[config.mk]
export PLATFORM = sky130hd
export DESIGN_NAME = carregador_programa
export DESIGN_NICKNAME = d
export VERILOG_FILES = /design/src/rtl/so_pkg.sv /design/src/rtl/carregador_programa_endereco_hd.sv /design/src/rtl/carregador_programa.sv
export SDC_FILE = /design/constraint.sdc
export NUM_CORES = 1
export LEC_CHECK = 0
export ABC_AREA = 1
export CAP_MARGIN = 15
export CORE_MARGIN = 1.5
export CORE_UTILIZATION = 45
export CTS_CLUSTER_SIZE = 25
export DETAILED_ROUTE_END_ITERATION = 8
export PLACE_DENSITY = 0.89
export SLEW_MARGIN = 20
export SYNTH_ARGS = -nofsm -noshare
export SYNTH_HDL_FRONTEND = slang
export SYNTH_SLANG_ARGS = --single-unit
export TNS_END_PERCENT = 30
[constraint.sdc]
create_clock -name clk -period 4 [get_ports clk]
set_input_delay 0.6 -clock clk [delete_from_list [all_inputs] [get_ports clk]]
set_output_delay 0.6 -clock clk [all_outputs]
set_load 0.02 [all_outputs]
[src/rtl/so_pkg.sv]
// Shared definitions for the OS-side hardware blocks: loader state
// encoding and the default field widths of the instruction memory and HD.
package so_pkg;

    localparam int ADDR_W_PADRAO   = 6;
    localparam int DATA_W_PADRAO   = 32;
    localparam int TRILHA_W_PADRAO = 4;
    localparam int SETOR_W_PADRAO  = 6;

    typedef enum logic [2:0] {
        OCIOSO,
        LE_HD,
        ESPERA,
        ESCREVE,
        FIM
    } estado_carga_t;

endpackage

[src/rtl/carregador_programa_endereco_hd.sv]
// Registered HD (track, sector) address counter. Loads a start address
// and advances one sector per increment, carrying into the track on wrap.
module endereco_hd
    import so_pkg::*;
#(
    parameter int TRILHA_W = TRILHA_W_PADRAO,
    parameter int SETOR_W  = SETOR_W_PADRAO
) (
    input  logic                clk,
    input  logic                reset,
    input  logic                carrega,
    input  logic                incrementa,
    input  logic [TRILHA_W-1:0] trilha_ini,
    input  logic [SETOR_W-1:0]  setor_ini,
    output logic [TRILHA_W-1:0] trilha,
    output logic [SETOR_W-1:0]  setor
);

    // Address register: load wins over increment; sector wrap bumps the track.
    always_ff @(posedge clk or posedge reset) begin
        if (reset) begin
            trilha <= '0;
            setor  <= '0;
        end else if (carrega) begin
            trilha <= trilha_ini;
            setor  <= setor_ini;
        end else if (incrementa) begin
            if (setor == '1) begin
                setor  <= '0;
                trilha <= trilha + TRILHA_W'(1);
            end else begin
                setor  <= setor + SETOR_W'(1);
            end
        end
    end

endmodule

[src/rtl/carregador_programa.sv]
// Program loader: copies num_palavras words from consecutive HD locations
// into instruction memory addresses 0..num_palavras-1.
module carregador_programa
    import so_pkg::*;
#(
    parameter int ADDR_W   = ADDR_W_PADRAO,
    parameter int DATA_W   = DATA_W_PADRAO,
    parameter int TRILHA_W = TRILHA_W_PADRAO,
    parameter int SETOR_W  = SETOR_W_PADRAO,
    parameter int HD_LAT   = 1
) (
    input  logic                clk,
    input  logic                reset,
    input  logic                inicia,
    input  logic [TRILHA_W-1:0] trilha_ini,
    input  logic [SETOR_W-1:0]  setor_ini,
    input  logic [ADDR_W:0]     num_palavras,
    output logic [TRILHA_W-1:0] hd_trilha,
    output logic [SETOR_W-1:0]  hd_setor,
    input  logic [DATA_W-1:0]   hd_dado,
    output logic [ADDR_W-1:0]   instr_ender,
    output logic [DATA_W-1:0]   instr_dado,
    output logic                InstrWrite,
    output logic                ocupado,
    output logic                concluido,
    output logic                erro
);

    localparam int LAT_W = (HD_LAT > 1) ? $clog2(HD_LAT) : 1;

    estado_carga_t     estado, prox_estado;
    logic [ADDR_W:0]   indice, num_q, indice_mais_um;
    logic [LAT_W-1:0]  lat_cnt;
    logic [ADDR_W-1:0] ender_q;
    logic [DATA_W-1:0] dado_q;
    logic              pedido_invalido, pedido_vazio;
    logic              carrega_end, avanca_end;

    // Counts above 2^ADDR_W: top bit set together with any lower bit.
    assign pedido_invalido = num_palavras[ADDR_W] && (num_palavras[ADDR_W-1:0] != '0);
    assign pedido_vazio    = (num_palavras == '0);
    assign indice_mais_um  = indice + (ADDR_W+1)'(1);

    endereco_hd #(
        .TRILHA_W (TRILHA_W),
        .SETOR_W  (SETOR_W)
    ) u_endereco (
        .clk        (clk),
        .reset      (reset),
        .carrega    (carrega_end),
        .incrementa (avanca_end),
        .trilha_ini (trilha_ini),
        .setor_ini  (setor_ini),
        .trilha     (hd_trilha),
        .setor      (hd_setor)
    );

    // State register.
    always_ff @(posedge clk or posedge reset) begin
        if (reset) estado <= OCIOSO;
        else       estado <= prox_estado;
    end

    // Next state and outputs; write port is combinational so it drops with reset.
    always_comb begin
        prox_estado = estado;
        InstrWrite  = 1'b0;
        ocupado     = 1'b1;
        concluido   = 1'b0;
        carrega_end = 1'b0;
        avanca_end  = 1'b0;
        instr_ender = ender_q;
        instr_dado  = dado_q;
        unique case (estado)
            OCIOSO: begin
                ocupado = 1'b0;
                if (inicia && !pedido_invalido) begin
                    if (pedido_vazio) begin
                        prox_estado = FIM;
                    end else begin
                        prox_estado = LE_HD;
                        carrega_end = 1'b1;
                    end
                end
            end
            LE_HD:  prox_estado = ESPERA;
            ESPERA: if (lat_cnt == '0) prox_estado = ESCREVE;
            ESCREVE: begin
                InstrWrite  = 1'b1;
                instr_ender = indice[ADDR_W-1:0];
                instr_dado  = hd_dado;
                avanca_end  = 1'b1;
                prox_estado = (indice_mais_um == num_q) ? FIM : LE_HD;
            end
            FIM: begin
                concluido   = 1'b1;
                prox_estado = OCIOSO;
            end
            default: prox_estado = OCIOSO;
        endcase
    end

    // Datapath: request latch, word index, latency counter, held write port values, error flag.
    always_ff @(posedge clk or posedge reset) begin
        if (reset) begin
            indice  <= '0;
            num_q   <= '0;
            lat_cnt <= '0;
            ender_q <= '0;
            dado_q  <= '0;
            erro    <= 1'b0;
        end else begin
            unique case (estado)
                OCIOSO: begin
                    if (inicia) begin
                        if (pedido_invalido) begin
                            erro <= 1'b1;
                        end else begin
                            erro <= 1'b0;
                            if (!pedido_vazio) begin
                                num_q  <= num_palavras;
                                indice <= '0;
                            end
                        end
                    end
                end
                LE_HD:  lat_cnt <= LAT_W'(HD_LAT - 1);
                ESPERA: if (lat_cnt != '0) lat_cnt <= lat_cnt - LAT_W'(1);
                ESCREVE: begin
                    indice  <= indice_mais_um;
                    ender_q <= indice[ADDR_W-1:0];
                    dado_q  <= hd_dado;
                end
                default: ;
            endcase
        end
    end

endmodule

==> metrics.yaml, run 1 <==
netlist_area_sq_um: 3020
hp-class: "reg -> reg"
switching_share_pct: 41.9
slowest_stage: "clkdlybuf4s50_1"
yosysWarnings: 0
arrival_ns: 2.41
synth.largest_area_cell: "dfrtp_1"
clock_skew_ns: 0.00794
status: "complete, but fails checks"
timing.rr.end: "indice[2]"
antenna_found_initial: 0
ys_ff_latch: 66
max_freq_mhz: 332
pin_count: 104
critPathBufInv: 2
cts_max_level: 3
synthToLayoutAreaGrowth_pct: 44.4
crit_type: "reg -> out"
required_ns: 3.40
cts_buffers: 9
syn_avg_cell_area_sq_um: 8.04
wl_um: 7530
drv_slew: 0
drive_gt1_share_pct: 6.40
fp.dieW_um: 84.9
fp.dieH_um: 84.9
crit_family: "buffers and inverters"
synth_ff_type: "dfrtp_1"
synth_edf_count: 0
firstDrtPassIters: 7
clkTransAtPathRegs_ns: 0.07
grt_pass1_vias: 2802
synth_area_leaders: "dfrtp_1 55%, nand2_1 23%, nand3_1 3.7%"
yosysSeqAreaShare_pct: 54.8
r2r-start: "estado[1]"
tns_ns: 0
postCtsSetupRepairBufs: 0
antenna_left: 0
place_hpwl_um: 5350
fill_cells: 479
io_buffers: 103
pwr-share-comb_pct: 53.1
netSwitchingPower_mw: 1.65
cts_root_buf: "clkbuf_8"
grt_start_max_net_pins: 53
power_frac_clock_pct: 17.6
antenna_cells: 0
initial_core_util_pct: 47.0
ys_types: 27
hold_buffers: 0
min_path_cells: 2
seqPwrFrac_pct: 29.4
die_area_sq_um: 7200
worst_pin_slew_ns: 0.825
cts.repair.resized: 0
worstHoldEndpoint: "dado_q[13]"
multiInputGateArea_sq_um: 1210
grt_setup_unrepaired: "false"
internal_power_mw: 2.29
crit_chain: "nand2_1 > nor2_4 > inv_2 > nand2_1 > nand2_1 > clkdlybuf4s50_1"
worst_setup_path_start_kind: "flip-flop"
clkLatencyLatePin_ns: 0.33
cts_tree: "done"
regArea_sq_um: 1650
clockBufferDepth: 2
power_leakage_nw: 2.07
via_count: 2804
violations: "design-rule violations"
drt-initial-drc-count: 170
min_period_ns: 3.01
end_kind: "output pin"
avgRoutedWirePerCell_um: 13.4
ir_drop_mv: 0.618
gp_congestion: 0.830
post-place-ws_ns: 1.35
finalSetupViolCount: 0
drc: 1
core_sq_um: 6420
rr_worst_depth: 8
powerDensity_nw_per_um2: 905
overflow: 0
hold_path_startpoint: "dado_q[13]"
async_flop_share_pct: 100
fin_ws_ns: 0.985
critPathMostFrequentCell: "nand2_1"
grt_usage_pct: 22.1
hold_violations: 0
yosysMostFrequentCell: "nand2_1"
syn_nets: 430
syn_inst: 375
ff2ff_setup_slack_ns: 2.02
maxCapViolCount: 0
maxSlewHeadroom_pct: 44.9
vias_per_cell: 5.00
grt_pass1_wl_um: 12600
fin_nets: 534
cts.sinks: 66
rows: 29
yosys-top-cells-count: "185 x nand2_1, 66 x dfrtp_1, 22 x nand3_1"
synth_top_area_share_pct: 54.8
finalCritPeriodShare_pct: 75.4
cp_max_fo: 52
critPathMaxStageDelay_ns: 0.63
==> worst min-delay path, cell delays in order, from the launching register on <==
cell     delay, ns
dfrtp_1       0.32
nand2_1       0.05
nand2_1       0.07
==> cell usage in the layout (no fill, tap or decap) <==
master and n:
nand2_1 185, clkdlybuf4s50_1 103, dfrtp_1 66, nand3_1 22, inv_1 19, o21ai_0 15
nor2_1 12, clkbuf_8 10, nand4_1 5, inv_2 4, xnor2_1 4, a21oi_1 4
o22ai_1 4, nor2_2 3, xor2_1 3, o21ai_1 3, ha_1 3, bufinv_16 3
buf_4 3, nor2_4 2, nand3b_1 2, nand3_2 1, o21ai_2 1, nor3_1 1
nand2_2 1, a31oi_1 1, o211ai_1 1, clkinv_2 1, inv_6 1, clkinv_4 1
==> flip-flops by register name (all words and copies together), names as in the netlist <==
signal	flops
dado_q	32
ender_q	6
erro	1
estado	3
indice	7
num_q	7
u_endereco.setor	6
u_endereco.trilha	4
==> power groups by stage <==
stage	Combinational, mW	Sequential [mW]	Clock (mW)
after floorplan	1.18	1.17	0
after global placement	2.05	1.15	0
after detailed placement	2.08	1.17	0
after CTS	2.11	1.16	0.700
after global routing	2.28	1.20	0.737
final	2.09	1.16	0.692
==> area by class of cell <==
cell class | instances | area share (%)
Clock buffer | 10 | 3.16
Clock inverter | 6 | 2.59
Inverter | 23 | 1.98
Multi-Input combinational cell | 273 | 27.9
Sequential cell | 66 | 37.9
Tap cell | 77 | 2.21
Timing Repair Buffer | 106 | 24.2
==> metal layers <==
metal | track usage [%] | part of all wire (%) | vias to the layer above
met5 | 0 | 0 | -
met4 | 6.26 | 0.81 | 0
met3 | 9.34 | 11 | 8
met2 | 36.7 | 48 | 112
met1 | 26.6 | 39 | 1286
li1 | - | - | 1398
==> per-stage QoR <==
stage | area, sq um | hold WS (ns) | std cells | total power [mW] | util, %
2_1_floorplan | 3020 | 0.461 | 375 | 2.35 | -
3_3_place_gp | 4100 | 0.450 | 545 | 3.20 | 63.9
3_5_place_dp | 4100 | 0.457 | 545 | 3.25 | 63.9
4_1_cts | 4350 | 0.480 | 561 | 3.96 | 67.8
5_1_grt | 4350 | 0.502 | 561 | 4.22 | 67.8
6_report | 4350 | 0.475 | 561 | 3.94 | 67.8
==> logic make-up (layout without fill, tap and decap cells) <==
family / Yosys count / count (layout) / synth area share, %
simple gates: 234 / 234 / 31.8
flops: 66 / 66 / 54.8
xor+xnor: 7 / 7 / 2.03
fa+ha+maj: 3 / 3 / 1.24
buf+inv: 36 / 145 / 4.94
compound gates: 29 / 29 / 5.23
==> worst max path at each step <==
stage	start	endpoint	cells after the start
2_1_floorplan	reset	dado_q[0]	1
3_3_place_gp	estado[1]	instr_ender[2]	6
3_5_place_dp	estado[1]	instr_ender[4]	6
4_1_cts	estado[1]	instr_dado[14]	6
5_1_grt	estado[1]	instr_dado[5]	6
6_report	estado[0]	instr_dado[14]	6
(Power assumes the default switching activity.)
==> run 2, diff against run 1 <==
--- a/config.mk
+++ b/config.mk
@@ -8,10 +8,10 @@
 export ABC_AREA = 1
 export CAP_MARGIN = 15
 export CORE_MARGIN = 1.5
-export CORE_UTILIZATION = 45
+export CORE_UTILIZATION = 41
 export CTS_CLUSTER_SIZE = 25
 export DETAILED_ROUTE_END_ITERATION = 8
-export PLACE_DENSITY = 0.89
+export PLACE_DENSITY = 0.85
 export SLEW_MARGIN = 20
 export SYNTH_ARGS = -nofsm -noshare
 export SYNTH_HDL_FRONTEND = slang
==> constraint.sdc (replaced) <==
create_clock -name clk -period 2.5 [get_ports clk]
set_input_delay 0.375 -clock clk [delete_from_list [all_inputs] [get_ports clk]]
set_output_delay 0.375 -clock clk [all_outputs]
set_load 0.02 [all_outputs]
==> run 2 against run 1 <==
Net effect: sequential cell count did not move; global-route usage fell by 0.59 points; critical path type unchanged; the flow now finishes without violations; clock skew barely moved; critical path depth rose by 1.
==> metrics.yaml, run 2 (synthesis results as in run 1) <==
grt_pass1_vias: 2987
pin_count: 104
worst_pin_slew_ns: 0.653
largest_register_ffs: 32
die_area_sq_um: 7880
place_hpwl_um: 5560
fin_nets: 539
placed_cell_area_sq_um: 4180
largest_registers: "dado_q x32, indice x7, num_q x7"
critPathBufInv: 3
layout_commonest_cell: "nand2_1"
postCtsSetupRepairBufs: 0
clkLatencyLatePin_ns: 0.34
fp.dieW_um: 88.8
top_register: "dado_q"
busiest_layer: "met2"
slowest_stage: "clkdlybuf4s50_1"
synthToLayoutAreaGrowth_pct: 47.6
drc: 0
cts.sinks: 66
grt_start_max_net_pins: 34
arrival_ns: 2.02
critPathMostFrequentCell: "nand2_1"
use_met3_pct: 9.79
core_sq_um: 7180
drt-initial-drc-count: 164
post-place-ws_ns: 0.351
gp_congestion: 0.864
io_buffers: 103
rows: 31
use_met1_pct: 23.7
fin_ws_ns: 0.108
rr_worst_depth: 12
r2r-start: "indice[0]"
finalCritPeriodShare_pct: 95.7
clock_skew_ns: 0.00788
wl_um: 7530
maxCapViolCount: 0
antenna_found_initial: 0
drive_gt1_share_pct: 7.16
timing.rr.end: "estado[0]"
critPathMaxStageDelay_ns: 0.60
firstDrtPassIters: 4
design_area_sq_um: 4450
final_cell_mix: "185 x nand2_1, 85 x clkdlybuf4s50_1, 66 x dfrtp_1"
antenna_left: 0
required_ns: 2.12
clkTransAtPathRegs_ns: 0.08
fp.dieH_um: 88.8
via_count: 2853
grt_pass1_wl_um: 13100
hp-class: "in -> async"
status: "completed"
min_period_ns: 2.39
initial_core_util_pct: 42.0
overflow: 0
cts_max_level: 3
total_power_mw: 6.21
cts_tree: "done"
crit_family: "buffers and inverters"
finalSetupViolCount: 0
cts_buffers: 9
tns_ns: 0
maxSlewHeadroom_pct: 56.4
crit_chain: "nand2_1 > nor2_4 > inv_4 > buf_12 > nand2_1 > nand2_1 > clkdlybuf4s50_1"
avgRoutedWirePerCell_um: 12.8
utilization_pct: 62.0
grt_usage_pct: 21.5
met2_usage_pct: 36.4
crit_type: "reg -> out"
antenna_cells: 0
max_freq_mhz: 418
cts_root_buf: "clkbuf_8"
end_kind: "output pin"
vias_per_cell: 4.85
worst_setup_path_start_kind: "flip-flop"
clockBufferDepth: 2
hold_violations: 0
powerDensity_nw_per_um2: 1400
power_leakage_nw: 2.29
cp_max_fo: 28
ff2ff_setup_slack_ns: 0.68
drv_slew: 0
ir_drop_mv: 0.896
==> run 2: cell count changes in the layout (fill, tap and decap cells not counted), sizes merged <==
cell	previous run	this run
bufinv	3	2
clkinvlp	0	1
dlymetal6s2s	0	17
clkdlybuf4s50	103	85
dlygate4sd2	0	1
buf	3	8
==> run 2: area by class of cell <==
| class | instances | area (sq um) |
|---|---|---|
| fillers | 600 | 2730 |
| inverters | 23 | 88.8 |
| clock buffers | 10 | 128 |
| repair buffers | 111 | 1150 |
| flip-flops and latches | 66 | 1650 |
| well taps | 99 | 124 |
| clock inverters | 6 | 90.1 |
| multi-input cells | 273 | 1210 |
==> run 2: worst reg2reg max path, delay by kind of cell, from the launching register on <==
| kind | cells | cell delay, ns |
|---|---|---|
| compound gates | 1 | 0.05 |
| fa+ha+maj | 1 | 0.30 |
| simple gates | 9 | 0.72 |
| buf+inv | 1 | 0.08 |
| flops | 1 | 0.55 |
==> run 2: how the worst max path moves through the flow <==
stage | from | end | cells after the start
after floorplan | reset | dado_q[0] | 1
after global placement | estado[0] | instr_dado[11] | 7
after global routing | estado[2] | instr_ender[2] | 4
final | estado[0] | instr_dado[6] | 7
after CTS | estado[0] | instr_dado[8] | 7
after detailed placement | num_palavras[5] | indice[5] | 8
==> run 2: stage by stage <==
stage / std cells / hold WS [ns]
2_1_floorplan: 375 / 0.461
3_3_place_gp: 572 / 0.450
3_5_place_dp: 572 / 0.455
4_1_cts: 588 / 0.451
5_1_grt: 588 / 0.491
6_report: 588 / 0.436
==> run 2: report_power, final <==
group | internal [mW] | switching, mW | total [mW]
clock network | 0.565 | 0.412 | 0.977
logic | 1.44 | 1.93 | 3.37
registers | 1.56 | 0.297 | 1.86
total | 3.56 | 2.64 | 6.21
==> run 2: routing by layer <==
metal  vias to the layer above  share of wire, %
met5                         -                 0
met4                         0               1.4
met3                         9               9.0
met2                        94                49
met1                      1354                40
li1                       1396                 -
==> run 2: timing repair <==
| item | in CTS | in global routing |
|---|---|---|
| resized for setup | 1 | 21 |
| hold endpoints to repair | 0 | 0 |
| setup endpoints to repair | 2 | 34 |
| hold buffers | 0 | 0 |
==> run 3, diff against run 2 <==
--- a/config.mk
+++ b/config.mk
@@ -6,7 +6,7 @@
 export NUM_CORES = 1
 export LEC_CHECK = 0
 export ABC_AREA = 1
-export CAP_MARGIN = 15
+export CAP_MARGIN = 0
 export CORE_MARGIN = 1.5
 export CORE_UTILIZATION = 41
 export CTS_CLUSTER_SIZE = 25
==> results of run 3 <==
Same layout as run 2: the final DEF is identical, and so are final timing and power.
